===== src/rtl/wb_mem_arbiter.sv =====
// Two-master Wishbone arbiter for a shared memory slave: m0 = CPU data, m1 = Ethernet DMA.
// Define WB_MEM_ARBITER_TIMEOUT_EN to add the stalled-slave timeout error.
module wb_mem_arbiter #(
    parameter int unsigned ADR_WIDTH      = 32,
    parameter int unsigned TIMEOUT_CYCLES = 255
) (
    input  logic                 wb_clk_i,
    input  logic                 wb_rst_n_i,

    input  logic [ADR_WIDTH-1:0] m0_adr_i,
    input  logic [31:0]          m0_dat_i,
    output logic [31:0]          m0_dat_o,
    input  logic [3:0]           m0_sel_i,
    input  logic                 m0_we_i,
    input  logic                 m0_cyc_i,
    input  logic                 m0_stb_i,
    output logic                 m0_ack_o,
    output logic                 m0_err_o,

    input  logic [ADR_WIDTH-1:0] m1_adr_i,
    input  logic [31:0]          m1_dat_i,
    output logic [31:0]          m1_dat_o,
    input  logic [3:0]           m1_sel_i,
    input  logic                 m1_we_i,
    input  logic                 m1_cyc_i,
    input  logic                 m1_stb_i,
    output logic                 m1_ack_o,
    output logic                 m1_err_o,

    output logic [ADR_WIDTH-1:0] s_adr_o,
    output logic [31:0]          s_dat_o,
    output logic [3:0]           s_sel_o,
    output logic                 s_we_o,
    output logic                 s_cyc_o,
    output logic                 s_stb_o,
    input  logic [31:0]          s_dat_i,
    input  logic                 s_ack_i,
    input  logic                 s_err_i,

    output logic [1:0]           grant_o
);

    if (TIMEOUT_CYCLES < 1 || TIMEOUT_CYCLES > 255) begin : g_bad_timeout
        $error("TIMEOUT_CYCLES must be in 1..255");
    end

    // State encoding doubles as the one-hot grant vector.
    typedef enum logic [1:0] {
        StIdle = 2'b00,
        StOwn0 = 2'b01,
        StOwn1 = 2'b10
    } state_e;

    state_e state_q;
    logic   last_owner_q;
    logic   own0, own1;
    logic   own_cyc, own_stb;
    logic   to_fire;
    logic   term_err;

    always_ff @(posedge wb_clk_i or negedge wb_rst_n_i) begin
        if (!wb_rst_n_i) begin
            state_q      <= StIdle;
            last_owner_q <= 1'b1;
        end else begin
            unique case (state_q)
                StIdle: begin
                    // On a tie, m0 wins unless it was the last owner.
                    if (m0_cyc_i && (!m1_cyc_i || last_owner_q)) begin
                        state_q      <= StOwn0;
                        last_owner_q <= 1'b0;
                    end else if (m1_cyc_i) begin
                        state_q      <= StOwn1;
                        last_owner_q <= 1'b1;
                    end
                end
                StOwn0: if (!m0_cyc_i) state_q <= StIdle;
                StOwn1: if (!m1_cyc_i) state_q <= StIdle;
                default: state_q <= StIdle;
            endcase
        end
    end

    assign own0    = (state_q == StOwn0);
    assign own1    = (state_q == StOwn1);
    assign grant_o = state_q;

    always_comb begin
        s_adr_o = m0_adr_i;
        s_dat_o = m0_dat_i;
        s_sel_o = m0_sel_i;
        s_we_o  = m0_we_i;
        own_cyc = 1'b0;
        own_stb = 1'b0;
        if (own1) begin
            s_adr_o = m1_adr_i;
            s_dat_o = m1_dat_i;
            s_sel_o = m1_sel_i;
            s_we_o  = m1_we_i;
            own_cyc = m1_cyc_i;
            own_stb = m1_stb_i;
        end else if (own0) begin
            own_cyc = m0_cyc_i;
            own_stb = m0_stb_i;
        end
    end

`ifdef WB_MEM_ARBITER_TIMEOUT_EN
    localparam logic [7:0] ToLast = 8'(TIMEOUT_CYCLES - 1);

    logic [7:0] to_cnt_q;
    logic       stall;

    assign stall   = own_stb && !s_ack_i && !s_err_i;
    // Fires during the TIMEOUT_CYCLES-th consecutive stall cycle.
    assign to_fire = stall && (to_cnt_q == ToLast);

    always_ff @(posedge wb_clk_i or negedge wb_rst_n_i) begin
        if (!wb_rst_n_i) begin
            to_cnt_q <= 8'd0;
        end else if (state_q == StIdle || s_ack_i || s_err_i || to_fire) begin
            to_cnt_q <= 8'd0;
        end else if (stall) begin
            to_cnt_q <= to_cnt_q + 8'd1;
        end
    end
`else
    assign to_fire = 1'b0;
`endif

    assign s_cyc_o  = own_cyc;
    assign s_stb_o  = own_stb && !to_fire;
    assign term_err = s_err_i || to_fire;

    assign m0_ack_o = own0 && s_ack_i;
    assign m1_ack_o = own1 && s_ack_i;
    assign m0_err_o = own0 && term_err;
    assign m1_err_o = own1 && term_err;
    assign m0_dat_o = s_dat_i;
    assign m1_dat_o = s_dat_i;

endmodule


===== config.mk =====
export PLATFORM = sky130hd
export DESIGN_NAME = wb_mem_arbiter
export DESIGN_NICKNAME = d
export VERILOG_FILES = /design/src/rtl/wb_mem_arbiter.sv
export SDC_FILE = /design/constraint.sdc
export NUM_CORES = 1
export LEC_CHECK = 0
export CAP_MARGIN = 20
export CORE_AREA = 2 2 122 124
export DETAILED_ROUTE_END_ITERATION = 8
export DIE_AREA = 0 0 124 126
export GPL_TIMING_DRIVEN = 0
export SYNTH_ARGS = -nofsm -noshare
export SYNTH_HDL_FRONTEND = slang
export SYNTH_SLANG_ARGS = --single-unit
export TNS_END_PERCENT = 1

===== constraint.sdc =====
create_clock -name wb_clk_i -period 2.5 [get_ports wb_clk_i]
set_input_delay 0.5 -clock wb_clk_i [delete_from_list [all_inputs] [get_ports wb_clk_i]]
set_output_delay 0.5 -clock wb_clk_i [all_outputs]
set_load 0.05 [all_outputs]

-- After elaboration in Yosys (flattened, before gate mapping)
Cells that the tools add are included.
Widths: inputs -> output; s select.
- register bits after elaboration: 3
- input port bits: 178
- logic and storage cells: 33
- output and inout bits: 141
- mux-type cells: 15
- reductions and logical operators: 11
- eq/ne operators: 5
- operator list (cell ; number):
    $mux 32 ; 2
    $mux 2 ; 4
    $mux 1 ; 7
    $pmux 2 s3 ; 1
    $logic_and 1x1->1 ; 5
    $mux 4 ; 1
    $ne 2x2->1 const B ; 2
    $ne 3x3->1 const B ; 1
    $reduce_and 3->1 ; 1
    $eq 2x1->1 const B ; 1
    $eq 2x2->1 const B ; 1
    $logic_not 2->1 ; 1
    $reduce_and 2->1 ; 1
    $reduce_bool 2->1 ; 1
    $logic_not 1->1 ; 1
    $logic_or 1x1->1 ; 1

-- Longest topological paths before layout
Gate-level depths: netlist (run 1).
- depth after elaboration: 5
- depth in mapped cells: 4
- gate-level depth less buffers: 2

-- Worst setup path before layout (run 1)
Ideal clock, no wire load.
- kind: register to output
- from: register state_q[1], in the netlist grant_o[1]
- to: output s_stb_o
- arrival time: 1.668 ns
- stages on the path, launching flop included: 5
- slack: 0.332 ns
- cell sequence: dfrtp_1 -> nor2b_4 -> buf_12 -> buf_12 -> a22o_1
- cells in the longest elaborated chain, start to end: 3
- elaborated cells on any way between the ends: 4
- RTL lines (what ; line ; source):
    start: declaration ; 54 ; state_e state_q;
    start signal: assignment ; 63 ; state_q <= StIdle;
    start signal: assignment ; 70 ; state_q <= StOwn0;
    start signal: assignment ; 73 ; state_q <= StOwn1;
    $eq 2x1->1 ; 84 ; assign own0 = (state_q == StOwn0);
    $mux 1 ; 102 ; end else if (own0) begin
    $mux 1 (*) ; 95 ; if (own1) begin
    end: declaration ; 35 ; output logic s_stb_o,
Mark *: on every way between the ends. The rest lies on a longest branch, timed or not.

-- Worst setup path after layout (run 1)
- from: register state_q[1], in the netlist grant_o[1]
- to: output s_sel_o[1]
- cells in the longest elaborated chain, start to end: 2
- RTL lines (what ; line ; source):
    $eq 2x2->1 ; 85 ; assign own1 = (state_q == StOwn1);
    $mux 4 ; 95 ;
    end: declaration ; 32 ; output logic [3:0] s_sel_o,
No other way between the ends.

==> results.toml, run 1 <==
[route]
vias = 2215
drtIter0Drc = 27
route.met3.wl_um = 1150
routed.top_layer = "met4"
wl_met1_um = 2750
drc = 0
wl_per_cell_um = 13.4
wl_met2_um = 4600
viasPerCell = 3.49
ant_nets = 0
wl_um = 8510
dr.pass1.iters = 2

[yosys]
ys_seq_area_share_pct = 4.09
syn-cell-area_um2 = 1870
ys_ff_latch = 3
yosysWarnings = 0
synth_top_cell_by_area = "mux2_4"
synth_area_leaders = "mux2_4 54%, buf_4 26%, buf_12 8.6%"
synth_cells = 160
synth_top_area_share_pct = 53.9
netlist-cell-type-count = 14
synth_nets = 338
synth_area_per_cell_um2 = 11.7

[cts]
cts_buffers = 3
clkLatencyLatePin_ns = 0.22
clk_transition_reported_paths_ns = 0.03
cts_buffer_depth = 2
cts_tree = "built"
htreeDepth = 1
cts_setup_buffers = 0
cts_num_sinks = 3
root_buffer = "clkbuf_16"

[floorplanning]
die_w_um = 124
ios = 319
rows = 44
die_h_um = 126
start_util_pct = 13.1
die_area_um2 = 15600
core_um2 = 14300

[timing]
fmax_ghz = 0.402
grt_setup_unrepaired = "yes"
hold_viol_final = 0
setup_viol = 0
period_needed_ns = 2.49
layout_setup_ws_ns = 0.0136
fin_crit_sh_pct = 99.5
maxSlewHeadroom_pct = 60.8
tightest_slew_ns = 0.591
fin_skew_ns = 0.000517
drv_slew = 0

[worst_setup_path]
cp_common_cell = "buf_12"
path_class = "reg2out"
path_buf_inv = 3
crit_path_cell_trace = "nor2b_4 > buf_12 > buf_12 > mux2_4 > dlygate4sd2_1"
path_max_fanout = 10
cp_top_family = "buffers and inverters"
cp_num_cells = 5
required_ns = 2.00
slowest_delay_ns = 0.45
end_kind = "output pin"
worstPathArrival_ns = 1.99
r2r_cells = 2
startpoint_type = "register"
slowest_stage = "dlygate4sd2_1"

[grt]
track_usage_pct = 9.37
antenna_found_initial = 0
overflow = 0
grt_pass1_vias = 2326
grt_start_max_net_pins = 11
grt_pass1_wl_um = 11500

[power]
p_leak_nw = 2.23
peakVddDrop_v = 0.000302
p_per_area_nw_per_um2 = 512

[final_layout]
final_nets = 629
fin_area_um2 = 4940
diodes = 0
drive_above_1_share_pct = 33.3
area_growth_pct = 165

[placed_design]
gp_congestion = 0.699
place_area_um2 = 4960
port_buffers = 286
place_worst_setup_slack_ns = -0.0963
hpwl_um = 7730

[status]
outcome = "completed"

[run]
cap_violations = 0

[worst_hold_path]
hold_path_class = "in2async"
## synthesized netlist by cell type
| master | n |
|---|---|
| a22o_1 | 3 |
| a311oi_1 | 1 |
| and2_1 | 4 |
| and2b_2 | 2 |
| buf_12 | 8 |
| buf_4 | 64 |
| dfrtp_1 | 2 |
| dfstp_2 | 1 |
| inv_1 | 2 |
| mux2_2 | 2 |
| mux2_4 | 67 |
| nor2b_4 | 1 |
| nor3b_1 | 2 |
| or3b_2 | 1 |
## registers in the layout, indices dropped and copies added, names as in the netlist
name	flops
grant_o	2
last_owner_q	1
## path summary, 6_finish.rpt
kind	end	from	slack [ns]
worst max-delay path	s_sel_o[1]	grant_o[1]$_DFFE_PN0P_	0.01
worst min-delay path	grant_o[1]$_DFFE_PN0P_	wb_rst_n_i	0.46
worst max register to register	last_owner_q$_DFFE_PN1P_	grant_o[0]$_DFFE_PN0P_	1.29
worst min register to register	last_owner_q$_DFFE_PN1P_	last_owner_q$_DFFE_PN1P_	0.57
max in group asynchronous	last_owner_q$_DFFE_PN1P_	wb_rst_n_i	1.82
min in group wb_clk_i	last_owner_q$_DFFE_PN1P_	last_owner_q$_DFFE_PN1P_	0.57
## through the flow
stage          std cells  utilization (%)  power [mW]  hold slack, ns  setup TNS (ns)
2_1_floorplan        160                -        1.67           0.204               0
3_3_place_gp         630             34.7        2.43           0.554          -0.933
3_5_place_dp         630             34.7        2.44           0.567           -1.04
4_1_cts              634             34.6        2.57           0.460          -0.163
5_1_grt              634             34.5        2.64           0.464           -1.31
6_report             634             34.5        2.53           0.459               0
## layer usage
layer  vias to the layer above  global-route usage (%)
met2                       164                    19.3
met5                         -                       0
met4                         0                   0.991
li1                       1070                       -
met1                       979                    9.38
met3                         2                    2.54
## where the power goes
part,switching (mW),leakage (nW),total (mW),internal [mW]
sequential,0.0212,0.0359,0.0905,0.0692
combinational,1.24,2.16,2.19,0.946
clock,0.0429,0.0382,0.253,0.210
total,1.31,2.23,2.53,1.23
## what timing repair did
action                                  4_1_cts  5_1_grt
pin swaps                                     0        0
endpoints found under the hold margin         0        0
cloned                                        0        0
resized for setup                            73        2
endpoints found under the setup margin       73       64
hold buffers                                  0        0
## logic make-up (layout without fill, tap and decap cells)
group	Yosys count	count (layout)	share of synthesized area, %
buffers and inverters	74	364	34.7
and+or+nand+nor	10	10	4.29
AOI/OAI and AO/OA	4	4	1.88
muxes	69	69	55.1
DFF	3	3	4.09
## cell usage in the layout, fill, tap and decap left out
master | Yosys | layout
clkdlybuf4s50_1 | 0 | 213
dlygate4sd2_1 | 0 | 72
mux2_4 | 67 | 67
buf_4 | 64 | 64
buf_12 | 8 | 8
and2_1 | 4 | 4
a22o_1 | 3 | 3
clkbuf_16 | 0 | 3
and2b_2 | 2 | 2
mux2_2 | 2 | 2
nor3b_1 | 2 | 2
inv_1 | 2 | 2
dfrtp_1 | 2 | 2
nor2b_4 | 1 | 1
a311oi_1 | 1 | 1
or3b_2 | 1 | 1
clkbuf_1 | 0 | 1
dfstp_2 | 1 | 1
clkbuf_2 | 0 | 1
## final cells by class
class                      instances  area (um2)
tap                              184         230
buffer                            72         641
timing repair buffer             286        2770
sequential                         3        76.3
fill                            1482        9370
clock buffer                       4        78.8
inverter                           2        7.51
multi-input combinational         83        1140
Note: power is estimated with default switching activity, not from simulation.
==> run 2, diff against run 1 <==
Settings changed: CELL_PAD_IN_SITES_DETAIL_PLACEMENT from default to 1, CELL_PAD_IN_SITES_GLOBAL_PLACEMENT from default to 1, CORE_AREA 2 2 122 124 to default, CORE_ASPECT_RATIO from default to 0.5, CORE_MARGIN from default to 2, CORE_UTILIZATION from default to 14, DIE_AREA 0 0 124 126 to default, GPL_ROUTABILITY_DRIVEN from default to 1, PLACE_DENSITY_LB_ADDON from default to 0.1.
==> run 2 against run 1 <==
- the flow now finishes with violations (design-rule violations)
- register-to-register slack is essentially flat
- clock-buffer cell count is the same
- setup slack gained 0.067 ns
- critical path type unchanged
- largest cell class unchanged
==> results.toml, run 2 (synthesized netlist as in run 1, its figures left out) <==
[worst_setup_path]
required_ns = 2.00
worstReg2RegStart = "grant_o[1]$_DFFE_PN0P_"
worstPathArrival_ns = 1.92
crit_start = "grant_o[1]$_DFFE_PN0P_"
end_kind = "output pin"
cp_common_cell = "buf_12"
startpoint_type = "register"
path_buf_inv = 3
path_class = "reg2out"
crit_path_cell_trace = "nor2b_4 > buf_12 > buf_12 > mux2_4 > dlygate4sd2_1"
cp_top_family = "buffers and inverters"
path_max_fanout = 10
slowest_delay_ns = 0.44
slowest_stage = "dfrtp_1"

[floorplanning]
core_um2 = 12800
die_w_um = 167
ios = 319
die_area_um2 = 14300
die_h_um = 85.7
rows = 29
start_util_pct = 14.5

[route]
drc = 14
wl_per_cell_um = 14.5
dr.pass1.iters = 6
wl_um = 8980
viasPerCell = 3.53
ant_nets = 0
vias = 2188
drtIter0Drc = 40

[placed_design]
place_area_um2 = 4940
hpwl_um = 8170
place_worst_setup_slack_ns = -0.0577
port_buffers = 286
dp_cells = 616
gp_congestion = 0.668

[final_layout]
fin_area_um2 = 4930
final_cells = 620
most-common-layout-cells = "213 x clkdlybuf4s50_1, 72 x dlygate4sd2_1, 67 x mux2_4"
mostFrequentLayoutCell = "clkdlybuf4s50_1"
diodes = 0
largest_reg_flops = 2
drive_above_1_share_pct = 33.3
final_nets = 629
area_growth_pct = 164

[power]
p_leak_nw = 2.23
p_comb_share_pct = 86.4
power.share.clock_pct = 10.0
p_per_area_nw_per_um2 = 512
internal_power_mw = 1.22
p_sw_share_pct = 51.4
peakVddDrop_v = 0.000198
power_frac_seq_pct = 3.5
switchingPower_mw = 1.30

[timing]
grt_setup_unrepaired = "yes"
period_needed_ns = 2.42
layout_setup_ws_ns = 0.0803
setup_viol = 0
fin_skew_ns = 0.00119
maxSlewHeadroom_pct = 63.8
fin_crit_sh_pct = 96.8
fmax_ghz = 0.413
whs_ns = 0.467
hold_viol_final = 0
drv_slew = 0
tightest_slew_ns = 0.545

[cts]
cts_buffer_depth = 2
cts_num_sinks = 3
cts_buffers = 3
cts_setup_buffers = 0
clkLatencyLatePin_ns = 0.22
cts_tree = "built"
clk_transition_reported_paths_ns = 0.03
root_buffer = "clkbuf_16"
htreeDepth = 1

[worst_hold_path]
hold_path_class = "in2async"

[grt]
overflow = 0
grt_start_max_net_pins = 11
antenna_found_initial = 0
grt_pass1_wl_um = 12700
track_usage_pct = 11.3
grt_pass1_vias = 2393

[run]
cap_violations = 0

[status]
violations = "design-rule violations"
outcome = "finished with violations"
run 2: cell counts in the layout (fill, tap and decap cells not counted):
No cell type changed its count.
run 2: per-stage QoR:
stage	TNS, ns	total power, mW	utilization, %
after floorplan	0	1.67	-
after global placement	-0.0665	2.42	38.5
after detailed placement	-0.0591	2.42	38.5
after CTS	0	2.55	38.4
after global routing	-1.32	2.62	38.4
final	0	2.52	38.4
run 2: what timing repair did:
action	CTS	global route
hold buffers	0	0
setup endpoints to repair	73	67
resized for setup	73	2
run 2: cell type report:
class | count | area, um2
plain buffers | 72 | 641
clock buffers | 4 | 78.8
fillers | 1431 | 7920
inverters | 2 | 7.51
multi-input cells | 83 | 1140
flip-flops and latches | 3 | 76.3
well taps | 170 | 213
repair buffers | 286 | 2770
run 2: per-layer routing:
| layer | wire [um] | track usage [%] | vias to the layer above | part of all wire [%] |
|---|---|---|---|---|
| li1 | - | - | 1067 | - |
| met4 | 58 | 1.58 | 0 | 0.65 |
| met5 | 0 | 0 | - | 0 |
| met1 | 2900 | 10.6 | 994 | 32 |
| met2 | 5170 | 24.6 | 122 | 58 |
| met3 | 846 | 3.28 | 5 | 9.4 |
run 2: final timing paths:
check                      cells past startpoint                       end  slack, ns
hold reg to reg                                1    grant_o[0]$_DFFE_PN0P_       0.56
min in group wb_clk_i                          1    grant_o[0]$_DFFE_PN0P_       0.56
max in group asynchronous                      1  last_owner_q$_DFFE_PN1P_       1.81
setup / recovery                               5                s_adr_o[5]       0.08
hold / removal                                 1    grant_o[0]$_DFFE_PN0P_       0.47
setup reg to reg                               2  last_owner_q$_DFFE_PN1P_       1.30
run 2: power groups by stage:
stage	combinational, mW	clock [mW]	sequential (mW)
finish	2.18	0.253	0.0894
global route	2.26	0.266	0.0936
CTS	2.21	0.256	0.0894
detailed placement	2.33	0	0.0885
global placement	2.33	0	0.0876
floorplan	1.57	0	0.106
